### src/rtl/mdr_pkg.sv
// mdr_pkg: shared FSM state and read-size encodings for the memory data register unit.
// Revision 1.0
`default_nettype none

package mdr_pkg;

  typedef enum logic [1:0] {
    IDLE    = 2'd0,
    RD_WAIT = 2'd1,
    WR_WAIT = 2'd2
  } state_t;

  localparam logic [1:0] SZ_WORD = 2'b00;
  localparam logic [1:0] SZ_HALF = 2'b01;
  localparam logic [1:0] SZ_BYTE = 2'b10;

endpackage

`default_nettype wire

### src/rtl/mdr_extend.sv
// mdr_extend: widens a half-word or byte read to DATA_W bits, sign- or zero-extended.
// Revision 1.0
`default_nettype none

module mdr_extend
  import mdr_pkg::*;
#(
  parameter int DATA_W = 32
) (
  input  logic [DATA_W-1:0] data_i,
  input  logic [1:0]        size_i,
  input  logic              sign_ext_i,
  output logic [DATA_W-1:0] data_o
);

  // Casting a signed slice up to DATA_W replicates its top bit.
  always_comb begin
    data_o = data_i;
    case (size_i)
      SZ_WORD: data_o = data_i;
      SZ_HALF: data_o = sign_ext_i ? DATA_W'($signed(data_i[15:0]))
                                   : DATA_W'(data_i[15:0]);
      SZ_BYTE: data_o = sign_ext_i ? DATA_W'($signed(data_i[7:0]))
                                   : DATA_W'(data_i[7:0]);
      default: data_o = data_i;
    endcase
  end

endmodule

`default_nettype wire

### src/rtl/mdr_unit.sv
// mdr_unit: memory data register with bus load, memory read/write handshake and ack timeout.
// Revision 1.0
`default_nettype none

module mdr_unit
  import mdr_pkg::*;
#(
  parameter int DATA_W  = 32,
  parameter int TIMEOUT = 15
) (
  input  logic              clock,
  input  logic              clear_n,
  input  logic [DATA_W-1:0] bus_mux_out,
  input  logic              mdr_in,
  input  logic              mem_read,
  input  logic              mem_write,
  input  logic [1:0]        size,
  input  logic              sign_ext,
  input  logic [DATA_W-1:0] mem_data_in,
  input  logic              mem_ack,
  output logic              mem_req,
  output logic              mem_we,
  output logic [DATA_W-1:0] mem_data_out,
  output logic [DATA_W-1:0] mdr_out,
  output logic              busy,
  output logic              done,
  output logic              err
);

  localparam int             CNT_W    = $clog2(TIMEOUT + 1);
  localparam logic [CNT_W-1:0] CNT_LAST = CNT_W'(TIMEOUT - 1);

  state_t              state_q, state_d;
  logic [DATA_W-1:0]   mdr_q, mdr_d;
  logic [CNT_W-1:0]    cnt_q, cnt_d;
  logic [1:0]          size_q, size_d;
  logic                sext_q, sext_d;
  logic                done_q, done_d;
  logic                err_q, err_d;
  logic [DATA_W-1:0]   ext_data;

  mdr_extend #(.DATA_W(DATA_W)) u_extend (
    .data_i     (mem_data_in),
    .size_i     (size_q),
    .sign_ext_i (sext_q),
    .data_o     (ext_data)
  );

  always_ff @(posedge clock or negedge clear_n) begin
    if (!clear_n) begin
      state_q <= IDLE;
      mdr_q   <= '0;
      cnt_q   <= '0;
      size_q  <= SZ_WORD;
      sext_q  <= 1'b0;
      done_q  <= 1'b0;
      err_q   <= 1'b0;
    end else begin
      state_q <= state_d;
      mdr_q   <= mdr_d;
      cnt_q   <= cnt_d;
      size_q  <= size_d;
      sext_q  <= sext_d;
      done_q  <= done_d;
      err_q   <= err_d;
    end
  end

  always_comb begin
    state_d = state_q;
    mdr_d   = mdr_q;
    cnt_d   = cnt_q;
    size_d  = size_q;
    sext_d  = sext_q;
    done_d  = 1'b0;
    err_d   = err_q;
    case (state_q)
      IDLE: begin
        if (mem_read) begin
          size_d  = size;
          sext_d  = sign_ext;
          cnt_d   = '0;
          err_d   = 1'b0;
          state_d = RD_WAIT;
        end else if (mem_write) begin
          cnt_d   = '0;
          err_d   = 1'b0;
          state_d = WR_WAIT;
        end else if (mdr_in) begin
          mdr_d = bus_mux_out;
        end
      end
      RD_WAIT, WR_WAIT: begin
        // Ack is checked before the timeout so a last-cycle ack still completes.
        if (mem_ack) begin
          if (state_q == RD_WAIT) mdr_d = ext_data;
          done_d  = 1'b1;
          state_d = IDLE;
        end else begin
          cnt_d = cnt_q + CNT_W'(1);
          if (cnt_q == CNT_LAST) begin
            err_d   = 1'b1;
            state_d = IDLE;
          end
        end
      end
      default: state_d = IDLE;
    endcase
  end

  assign busy         = (state_q != IDLE);
  assign mem_req      = (state_q != IDLE);
  assign mem_we       = (state_q == WR_WAIT);
  assign done         = done_q;
  assign err          = err_q;
  assign mdr_out      = mdr_q;
  assign mem_data_out = mdr_q;

endmodule

`default_nettype wire

### config.mk
export PLATFORM = sky130hd
export DESIGN_NAME = mdr_unit
export DESIGN_NICKNAME = d
export VERILOG_FILES = /design/src/rtl/mdr_pkg.sv /design/src/rtl/mdr_extend.sv /design/src/rtl/mdr_unit.sv
export SDC_FILE = /design/constraint.sdc
export NUM_CORES = 1
export LEC_CHECK = 0
export ABC_AREA = 0
export CORE_ASPECT_RATIO = 0.5
export CORE_MARGIN = 3
export CORE_UTILIZATION = 40
export DETAILED_ROUTE_END_ITERATION = 10
export DONT_BUFFER_PORTS = 1
export PLACE_DENSITY = 0.51
export SYNTH_ARGS = -nofsm -noshare
export SYNTH_HDL_FRONTEND = slang
export SYNTH_SLANG_ARGS = --single-unit
### constraint.sdc
create_clock -name clock -period 2.3 [get_ports clock]
set_input_delay 0.23 -clock clock [delete_from_list [all_inputs] [get_ports clock]]
set_output_delay 0.23 -clock clock [all_outputs]
set_load 0.03 [all_outputs]
==> out/results.tsv, run 1 <==
stage	metric	value	unit
routing	dr_total_vias	2038	
global_routing	global_route_wire_length_before_repair	11000	µm
critical_path	critical_path.max_fanout	17	
power	p_per_area	2070	nW/µm²
clocking	cts_tree	built	
placement	dp_worst_setup_slack	0.0683	ns
critical_path	crit_arrival	2.28	ns
run	max-cap-violations	0	
synthesis	synth_area_per_cell	10.1	µm²
critical_path	library_cell_contributing_the_largest_single_delay_on_the_critical_path	o221a_4	
power	total_power	5.94	mW
clocking	ctsRootBufferMaster	clkbuf_16	
synthesis	syn_nets	366	
sta	timing.final.crit_share	0.931	
synthesis	synth_top_cell_by_area	dfrtp_1	
finish	multi_input_area	1300	µm²
finish	antenna_cells	0	
routing	drtPass1Iterations	4	
sta	final-max-slew-violation-count	0	
routing	detail_route.wirelength	7170	µm
finish	finished_layout_cell_area	2880	µm²
routing	detail_route.iter0.violations	147	
power	static-leakage-power	1.28	nW
global_routing	grt_start_max_net_pins	44	
synthesis	synth_sequential_area_ratio	0.375	
floorplanning	die_w	126	µm
floorplanning	floorplan.io_pins	142	
sta	max_slew_margin	0.492	
floorplanning	std_cell_rows	21	
power	swShare	0.555	
critical_path	end_kind	register	
power	power_switching	3.29	mW
clocking	number_of_buffers_between_clock_root_and_the_deepest_sink	2	
sta	setup_total_negative_slack	0	ns
sta	final_critical_path_setup_slack	0.159	ns
clocking	post_cts_buffers	0	
placement	detailedPlacementHpwl	5230	µm
synthesis	synth.cell_area	2870	µm²
routing	drtAntennaViolNets	0	
power	maximum_vdd_drop	527	µV
routing	wire_per_inst	21.1	µm
placement	io_buffers	0	
power	power_frac_clock	0.126	
sta	fin_worst_hold_slack	0.0945	ns
floorplanning	initial_core_util	0.422	
synthesis	netlist_top_cells_area	dfrtp_1 (37%), buf_4 (8.9%), mux2_2 (5.5%), a221oi_1 (4.9%), o32ai_1 (4.9%)	
synthesis	post_synth_most_frequent_cells	dfrtp_1 (43), buf_4 (34), inv_1 (32)	
power	share_seq_of_total_power	0.433	
clocking	cts.sinks	43	
sta	setup_repair_after_global_routing_missed_its_margin	false	
finish	num-nets-final	328	
finish	syn_to_final_growth	0.218	%
synthesis	post-synth-top-count-cell	dfrtp_1	
critical_path	stage_delay_of_the_slowest_cell_on_the_critical_path	0.44	ns
synthesis	unique_cell_type_count_in_the_yosys_netlist	45	
power	share_comb_of_total_power	0.441	
synthesis	yosys_most_used_dff	dfrtp_1	
sta	setup_viol	0	
finish	ff_latch_area	1080	µm²
worst_hold_path	min_path_type	input pin to register	
finish	final_cells	340	
floorplanning	die_y	65.9	µm
floorplanning	dieArea	8290	µm²
critical_path	worst_setup_path_start_kind	register	
clocking	tritoncts.num_buffers	5	
sta	achievable-frequency	0.467	GHz
synthesis	synth-edff-count	0	
global_routing	globalRoute.totalOverflow	0	
critical_path	path_class	register to register	
critical_path	crit_path_cell_trace	inv_1 -> ha_1 -> nor2b_1 -> o221a_4 -> buf_4 -> o32ai_1	
sta	tightest_slew	0.763	ns
synthesis	netlist_instances	285	
routing	avgViaCountPerCell	5.99	
placement	dp_cells	330	
finish	final_layout_size_suffix_gt1_frac	0.173	
placement	standard_cell_area_after_detailed_placement	2670	µm²
critical_path	cp_data_required_time	2.43	ns
synthesis	netlist.area_leader.share	0.375	
synthesis	synth_async_sr_flop_share	1.00	
global_routing	first_global_vias	2026	
synthesis	yosys_register_bits	43	
run_status	outcome	complete, no violations	
critical_path	crit_path_buffers_inverters	2	
sta	clock_skew	0.00287	ns
clocking	clkSlewWorstSetupHoldPaths	0.06	ns
placement	gp_routability_congestion	0.906	
finish	fill_cells	662	
clocking	htree_num_levels	2	
global_routing	antenna_found_initial	1	
synthesis	ys.warnings.count	0	
sta	hold_viol_final	0	
clocking	clk_latency	0.29	ns
sta	post-route-min-period	2.14	ns
floorplanning	fp.coreArea	6810	µm²
critical_path	critical-path-top-delay-family	compound AO/OA/AOI/OAI gates	
routing	post-route-drc-count	0	
power	internal-power	2.65	mW
global_routing	track_usage	0.169	
finish	finish.utilization	0.423	
## cell usage in the layout (no fill, tap or decap), drive strengths merged, types with 2 or more instances in the layout
| cell type | synthesis | final |
|---|---|---|
| dfrtp | 43 | 43 |
| inv | 32 | 32 |
| mux2 | 19 | 19 |
| a21oi | 16 | 16 |
| a221oi | 16 | 16 |
| o32ai | 16 | 16 |
| nor2b | 13 | 13 |
| buf | 48 | 10 |
| o211a | 8 | 8 |
| a211oi | 8 | 8 |
| mux2i | 8 | 8 |
| ha | 8 | 8 |
| clkbuf | 8 | 8 |
| nand3 | 4 | 4 |
| nand2 | 4 | 4 |
| nor2 | 3 | 3 |
| nor4 | 3 | 3 |
| and2 | 2 | 2 |
| o211ai | 2 | 2 |
| o31ai | 2 | 2 |
| nand3b | 2 | 2 |
| nor3 | 2 | 2 |
| o21ai | 2 | 2 |
## final cells by class
class | instances | area share
multi-input combinational | 153 | 0.451
sequential | 43 | 0.374
clock buffer | 8 | 0.0544
inverter | 33 | 0.0444
tap | 92 | 0.0400
timing repair buffer | 11 | 0.0365
## power by group through the flow
stage               sequential (mW)  clock [mW]  combinational [mW]
floorplan                      1.93           0                3.12
global placement               2.59           0                2.48
detailed placement             2.60           0                2.56
CTS                            2.58       0.772                2.59
global route                   2.64       0.806                2.91
finish                         2.57       0.748                2.62
## worst reg2reg max path, cell delays in order (launching register included)
cell	delay [ns]
dfrtp_1	0.39
inv_1	0.10
ha_1	0.41
nor2b_1	0.21
o221a_4	0.44
buf_4	0.30
o32ai_1	0.13
## registers in the layout, indices dropped and copies added (netlist names)
| register | cells |
|---|---|
| size_q | 2 |
| sext_q | 1 |
| err | 1 |
| state_q | 2 |
| cnt_q | 4 |
| done | 1 |
| mdr_out | 32 |
## per-layer routing
metal / part of all wire / wire [µm] / vias to the layer above / track usage
li1: - / - / 929 / -
met1: 0.44 / 3170 / 991 / 0.227
met2: 0.45 / 3250 / 105 / 0.256
met3: 0.094 / 676 / 11 / 0.0677
met4: 0.0088 / 63 / 2 / 0.0428
met5: 0.0018 / 13 / - / 0
## path summary, 6_finish.rpt
check	from	slack (ns)	cells past startpoint	end
setup / recovery	state_q[0]$_DFFE_PN0P_	0.16	6	mdr_out[20]$_DFFE_PN0P_
setup reg to reg	state_q[0]$_DFFE_PN0P_	0.16	6	mdr_out[20]$_DFFE_PN0P_
min in group asynchronous	clear_n	0.47	2	mdr_out[22]$_DFFE_PN0P_
hold / removal	sign_ext	0.09	1	sext_q$_DFFE_PN0P_
max in group asynchronous	clear_n	1.62	2	mdr_out[8]$_DFFE_PN0P_
hold reg to reg	state_q[1]$_DFFE_PN0P_	0.52	1	state_q[1]$_DFFE_PN0P_
## cells by family after synthesis
group | synth area share
flops | 0.375
buf+inv | 0.176
fa+ha+maj | 0.0349
mux | 0.109
simple gates | 0.0802
compound gates | 0.225
## timing repair
| item | in CTS | in global routing |
|---|---|---|
| hold buffers | 2 | 0 |
| setup endpoints to repair | 0 | 16 |
| hold endpoints to repair | 43 | 0 |
| gates resized for setup | 0 | 3 |
No activity file was read; power rests on OpenSTA's default activity.
==> inputs of run 2 (changes only) <==
--- a/config.mk
+++ b/config.mk
@@ -6,8 +6,8 @@
 export NUM_CORES = 1
 export LEC_CHECK = 0
 export ABC_AREA = 0
+export CAP_MARGIN = 20
 export CORE_ASPECT_RATIO = 0.5
-export CORE_MARGIN = 3
 export CORE_UTILIZATION = 40
 export DETAILED_ROUTE_END_ITERATION = 10
 export DONT_BUFFER_PORTS = 1
==> out/results.tsv, run 2 (same netlist as run 1, synthesis figures left out) <==
stage	metric	value	unit	change
sta	tightest_slew	0.636	ns	-0.127 ns
placement	dp_worst_setup_slack	-0.0220	ns	-0.0903 ns
finish	num-nets-final	330		+0.61%
finish	syn_to_final_growth	0.959	%	
critical_path	stage_delay_of_the_slowest_cell_on_the_critical_path	0.45	ns	about the same
floorplanning	dieArea	7540	µm²	-9.1%
clocking	cts.sinks	43		unchanged
finish	fill_cells	669		+1.1%
floorplanning	fp.coreArea	6810	µm²	unchanged
power	p_per_area	2070	nW/µm²	+0.35%
routing	detail_route.iter0.violations	107		-27%
global_routing	track_usage	0.185		+0.0160
clocking	clkSlewWorstSetupHoldPaths	0.06	ns	about the same
global_routing	first_global_vias	1970		-2.8%
critical_path	path_class	register to register		
sta	max_slew_margin	0.576		+0.0844
power	static-leakage-power	1.29	nW	+1.2%
critical_path	crit_path_buffers_inverters	2		unchanged
sta	fin_worst_hold_slack	0.0948	ns	+0.000288 ns
critical_path	crit_path_cell_trace	inv_1 -> ha_1 -> nor2b_1 -> o221a_4 -> buf_4 -> o32ai_1		
finish	finished_layout_cell_area	2900	µm²	+0.74%
clocking	cts_tree	built		
placement	io_buffers	0		unchanged
clocking	tritoncts.num_buffers	5		unchanged
placement	dp_cells	331		+0.30%
finish	final_layout_size_suffix_gt1_frac	0.169		-0.00471
critical_path	reg2reg_setup_slack	0.19	ns	+0.04 ns
floorplanning	die_y	61.9	µm	-6.1%
sta	setup_total_negative_slack	0	ns	unchanged
placement	gp_routability_congestion	0.814		-10%
critical_path	end_kind	register		
sta	hold_viol_final	0		unchanged
clocking	clk_latency	0.28	ns	about the same
placement	detailedPlacementHpwl	4900	µm	-6.3%
routing	wire_per_inst	20.0	µm	-5.1%
critical_path	worst_setup_path_start_kind	register		
global_routing	antenna_found_initial	0		-1
clocking	number_of_buffers_between_clock_root_and_the_deepest_sink	2		unchanged
critical_path	library_cell_contributing_the_largest_single_delay_on_the_critical_path	o221a_4		
global_routing	globalRoute.totalOverflow	0		unchanged
critical_path	crit_arrival	2.26	ns	-0.02 ns
finish	mostFrequentLayoutCells	dfrtp_1 (43), inv_1 (32), a21oi_1 (16), a221oi_1 (16), o32ai_1 (16)		
floorplanning	die_w	122	µm	-3.2%
power	total_power	6.01	mW	+1.1%
routing	post-route-drc-count	0		unchanged
critical_path	critical_path.max_fanout	17		unchanged
routing	detail_route.wirelength	6820	µm	-4.8%
sta	final_critical_path_setup_slack	0.195	ns	+0.0361 ns
floorplanning	initial_core_util	0.422		unchanged
finish	finish.utilization	0.426		+0.00313
sta	setup_viol	0		unchanged
clocking	ctsRootBufferMaster	clkbuf_16		
sta	final-max-slew-violation-count	0		unchanged
run_status	outcome	complete, no violations		
worst_hold_path	min_path_type	input pin to register		
sta	setup_repair_after_global_routing_missed_its_margin	false		
sta	clock_skew	0.00746	ns	+0.00459 ns
sta	post-route-min-period	2.11	ns	-0.0361 ns
finish	antenna_cells	0		unchanged
finish	layout.cells.most_common	dfrtp_1		
sta	timing.final.crit_share	0.915		-0.0157
clocking	htree_num_levels	2		unchanged
sta	achievable-frequency	0.475	GHz	+1.7%
global_routing	grt_start_max_net_pins	44		unchanged
critical_path	cp_data_required_time	2.45	ns	+0.02 ns
finish	largest_reg_flops	32		unchanged
routing	avgViaCountPerCell	5.97		-0.34%
run	max-cap-violations	0		unchanged
finish	final_cells	341		+0.29%
global_routing	global_route_wire_length_before_repair	10400	µm	-5.8%
routing	dr_total_vias	2037		-0.049%
placement	standard_cell_area_after_detailed_placement	2690	µm²	+0.75%
routing	drtAntennaViolNets	0		unchanged
critical_path	critical-path-top-delay-family	compound AO/OA/AOI/OAI gates		
clocking	post_cts_buffers	0		unchanged
power	maximum_vdd_drop	694	µV	+32%
floorplanning	std_cell_rows	21		unchanged
routing	drtPass1Iterations	4		unchanged
floorplanning	floorplan.io_pins	142		unchanged
run 2: changes by cell type in the layout (fill, tap and decap cells not counted):
cell,previous run,this run
clkbuf_8,2,0
buf_12,0,1
bufinv_16,0,1
clkinvlp_4,1,0
clkinv_2,0,1
nor2b_1,12,13
buf_4,9,10
o21ai_2,1,0
nor2b_2,1,0
o21ai_1,0,1
run 2: final timing paths:
| path | to | cells past startpoint | from |
|---|---|---|---|
| worst max-delay path | mdr_out[17]$_DFFE_PN0P_ | 6 | state_q[0]$_DFFE_PN0P_ |
| worst min-delay path | size_q[1]$_DFFE_PN0P_ | 1 | size[1] |
| worst max register to register | mdr_out[17]$_DFFE_PN0P_ | 6 | state_q[0]$_DFFE_PN0P_ |
| worst min register to register | state_q[1]$_DFFE_PN0P_ | 1 | state_q[1]$_DFFE_PN0P_ |
| max in group asynchronous | state_q[0]$_DFFE_PN0P_ | 2 | clear_n |
| min in group asynchronous | mdr_out[3]$_DFFE_PN0P_ | 2 | clear_n |
run 2: report_power, final:
group / internal [mW] / total (mW) / switching [mW]
sequential: 1.10 / 2.56 / 1.47
clock: 0.507 / 0.794 / 0.287
combinational: 1.14 / 2.65 / 1.51
run 2: area by class of cell:
class / count / area [µm²] / share of cell area
inverters: 33 / 125 / 0.0432
multi-input cells: 153 / 1290 / 0.445
flip-flops and latches: 43 / 1080 / 0.371
clock buffers: 6 / 129 / 0.0445
repair buffers: 13 / 133 / 0.0458
clock inverters: 1 / 30.0 / 0.0104
well taps: 92 / 115 / 0.0397
run 2: worst reg2reg max path: cells and delay by family, from the launching register on:
family          cells  cell delay (ns)
fa+ha+maj           1             0.41
compound gates      2             0.58
flops               1             0.38
buf+inv             2             0.39
simple gates        1             0.22
run 2: layer usage:
layer  vias up  global-route usage  part of all wire
met4         0              0.0441            0.0048
li1        936                   -                 -
met2        90               0.303              0.45
met1      1007               0.235              0.45
met3         4              0.0712             0.094
met5         -                   0                 0
run 2: timing repair:
item	CTS	global route
gates resized for setup	1	0
endpoints found under the setup margin	4	0
hold buffers	2	0
hold endpoints to repair	43	0
==> inputs of run 3 (changes only) <==
--- a/config.mk
+++ b/config.mk
@@ -8,10 +8,11 @@
 export ABC_AREA = 0
 export CAP_MARGIN = 20
 export CORE_ASPECT_RATIO = 0.5
-export CORE_UTILIZATION = 40
+export CORE_UTILIZATION = 60
 export DETAILED_ROUTE_END_ITERATION = 10
 export DONT_BUFFER_PORTS = 1
-export PLACE_DENSITY = 0.51
+export PLACE_DENSITY = 0.73
 export SYNTH_ARGS = -nofsm -noshare
 export SYNTH_HDL_FRONTEND = slang
 export SYNTH_SLANG_ARGS = --single-unit
+export TNS_END_PERCENT = 100
==> out/results.tsv, run 3 (same netlist as run 1, synthesis figures left out) <==
stage	metric	value	unit	change
routing	wire_per_inst	20.3	µm	+1.2%
sta	setup_total_negative_slack	0	ns	unchanged
placement	detailedPlacementHpwl	4490	µm	-8.4%
placement	standard_cell_area_after_detailed_placement	2650	µm²	-1.7%
routing	drtAntennaViolNets	0		unchanged
critical_path	setup.worst_path.end	cnt_q[3]$_DFFE_PN0P_		
finish	final_layout_size_suffix_gt1_frac	0.172		+0.00333
global_routing	global_route_wire_length_before_repair	10000	µm	-3.3%
sta	hold_viol_final	0		unchanged
critical_path	end_kind	register		
sta	timing.final.crit_share	0.906		-0.00928
clocking	clk_latency	0.29	ns	about the same
clocking	cts_tree	built		
power	static-leakage-power	1.25	nW	-3.3%
global_routing	globalRoute.totalOverflow	0		unchanged
finish	num-nets-final	330		unchanged
critical_path	library_cell_contributing_the_largest_single_delay_on_the_critical_path	or3_4		
clocking	ctsRootBufferMaster	clkbuf_8		
critical_path	path_class	register to register		
critical_path	reg2reg_setup_slack	0.22	ns	+0.02 ns
placement	dp_cells	305		-7.9%
sta	max_slew_margin	0.587		+0.0108
global_routing	grt_start_max_net_pins	44		unchanged
power	p_per_area	2030	nW/µm²	-2.2%
clocking	htree_num_levels	2		unchanged
sta	fin_worst_hold_slack	0.0817	ns	-0.0131 ns
routing	detail_route.wirelength	6440	µm	-5.6%
clocking	clkSlewWorstSetupHoldPaths	0.09	ns	+0.03 ns
critical_path	stage_delay_of_the_slowest_cell_on_the_critical_path	0.42	ns	-0.03 ns
placement	io_buffers	0		unchanged
sta	clock_skew	0.00733	ns	-0.000131 ns
critical_path	timing.reg2reg.worst_path_depth	6		unchanged
finish	largest_reg_flops	32		unchanged
run	max-cap-violations	0		unchanged
global_routing	first_global_vias	2020		+2.5%
sta	achievable-frequency	0.480	GHz	+1.0%
floorplanning	floorplan.io_pins	142		unchanged
finish	finish.utilization	0.621		+0.195
critical_path	worst_setup_path_start_kind	register		
finish	final_cells	318		-6.7%
finish	layout.cells.most_common	dfrtp_1		
routing	drtPass1Iterations	5		+1
finish	syn_to_final_growth	-2.92	%	
floorplanning	initial_core_util	0.640		+0.218
critical_path	crit_path_cell_trace	inv_1 -> ha_1 -> buf_4 -> and2_1 -> or3_4 -> o311ai_2		
critical_path	crit_arrival	2.28	ns	+0.02 ns
floorplanning	die_w	99.8	µm	-18%
run_status	outcome	complete, no violations		
critical_path	worst-path-stages	6		unchanged
sta	setup_viol	0		unchanged
floorplanning	fp.coreArea	4490	µm²	-34%
critical_path	critical_path_source	state_q[0]$_DFFE_PN0P_		
worst_hold_path	min_path_type	input pin to register		
clocking	tritoncts.num_buffers	5		unchanged
power	maximum_vdd_drop	1060	µV	+53%
clocking	number_of_buffers_between_clock_root_and_the_deepest_sink	2		unchanged
finish	multi_input_area	1290	µm²	unchanged
routing	detail_route.iter0.violations	113		+5.6%
global_routing	antenna_found_initial	2		+2
finish	mostFrequentLayoutCells	dfrtp_1 (43), inv_1 (32), a21oi_1 (16), a221oi_1 (16), o32ai_1 (16)		
sta	setup_repair_after_global_routing_missed_its_margin	false		
sta	post-route-min-period	2.08	ns	-0.0213 ns
critical_path	worstReg2RegEnd	cnt_q[3]$_DFFE_PN0P_		
floorplanning	dieArea	5080	µm²	-33%
sta	final_critical_path_setup_slack	0.216	ns	+0.0213 ns
finish	fill_cells	395		-41%
routing	post-route-drc-count	0		unchanged
routing	avgViaCountPerCell	6.44		+7.8%
finish	finished_layout_cell_area	2790	µm²	-3.8%
critical_path	worst_r2r_startpoint	state_q[0]$_DFFE_PN0P_		
floorplanning	std_cell_rows	17		-19%
sta	tightest_slew	0.620	ns	-0.0162 ns
placement	dp_worst_setup_slack	0.145	ns	+0.167 ns
floorplanning	die_y	50.9	µm	-18%
power	total_power	5.65	mW	-6.0%
placement	gp_routability_congestion	0.835		+2.6%
finish	ff_latch_area	1080	µm²	unchanged
critical_path	cp_data_required_time	2.50	ns	+0.05 ns
sta	final-max-slew-violation-count	0		unchanged
critical_path	critical-path-top-delay-family	simple AND/OR/NAND/NOR gates		
clocking	cts.sinks	43		unchanged
global_routing	track_usage	0.256		+0.0710
critical_path	crit_path_buffers_inverters	2		unchanged
routing	dr_total_vias	2047		+0.49%
critical_path	critical_path.max_fanout	30		+13
## run 3: worst register-to-register path: stages (launching register included)
cell and delay, ns:
dfrtp_1 0.39, inv_1 0.10, ha_1 0.35, buf_4 0.25, and2_1 0.24, or3_4 0.42, o311ai_2 0.25
## run 3: power by group
| part | switching [mW] | internal (mW) |
|---|---|---|
| Combinational | 1.48 | 1.11 |
| Sequential | 1.49 | 1.09 |
| Clock | 0.263 | 0.213 |
## run 3: area by class of cell
type	count	share of cell area
Clock inverter	2	0.00449
Inverter	33	0.0458
Timing Repair Buffer	13	0.0431
Antenna cell	2	0.00180
Multi-Input combinational cell	153	0.463
Tap cell	66	0.0296
Sequential cell	43	0.386
Clock buffer	6	0.0260
## run 3: worst min-delay path by stage
| stage | to | from | slack [ns] | cells past startpoint |
|---|---|---|---|---|
| 3_3_place_gp | mdr_out[2]$_DFFE_PN0P_ | clear_n | -0.06 | 0 |
| 3_5_place_dp | mdr_out[4]$_DFFE_PN0P_ | clear_n | -0.06 | 0 |
| 4_1_cts | size_q[1]$_DFFE_PN0P_ | size[1] | 0.07 | 1 |
| 2_1_floorplan | cnt_q[0]$_DFFE_PN0P_ | clear_n | -0.07 | 0 |
| 6_report | size_q[1]$_DFFE_PN0P_ | size[1] | 0.08 | 1 |
| 5_1_grt | size_q[1]$_DFFE_PN0P_ | size[1] | 0.07 | 1 |
## run 3: timing repair
action	CTS	global route
hold buffers	2	0
setup endpoints to repair	0	10
hold endpoints to repair	43	0
resized for setup	0	1
setup buffers	0	0
## run 3: routing by layer
metal / share of wire / GRT usage / vias to the layer above
li1: - / - / 933
met1: 0.44 / 0.329 / 1032
met2: 0.47 / 0.429 / 78
met5: 0 / 0 / -
met4: 0.0042 / 0.0466 / 0
met3: 0.085 / 0.0862 / 4
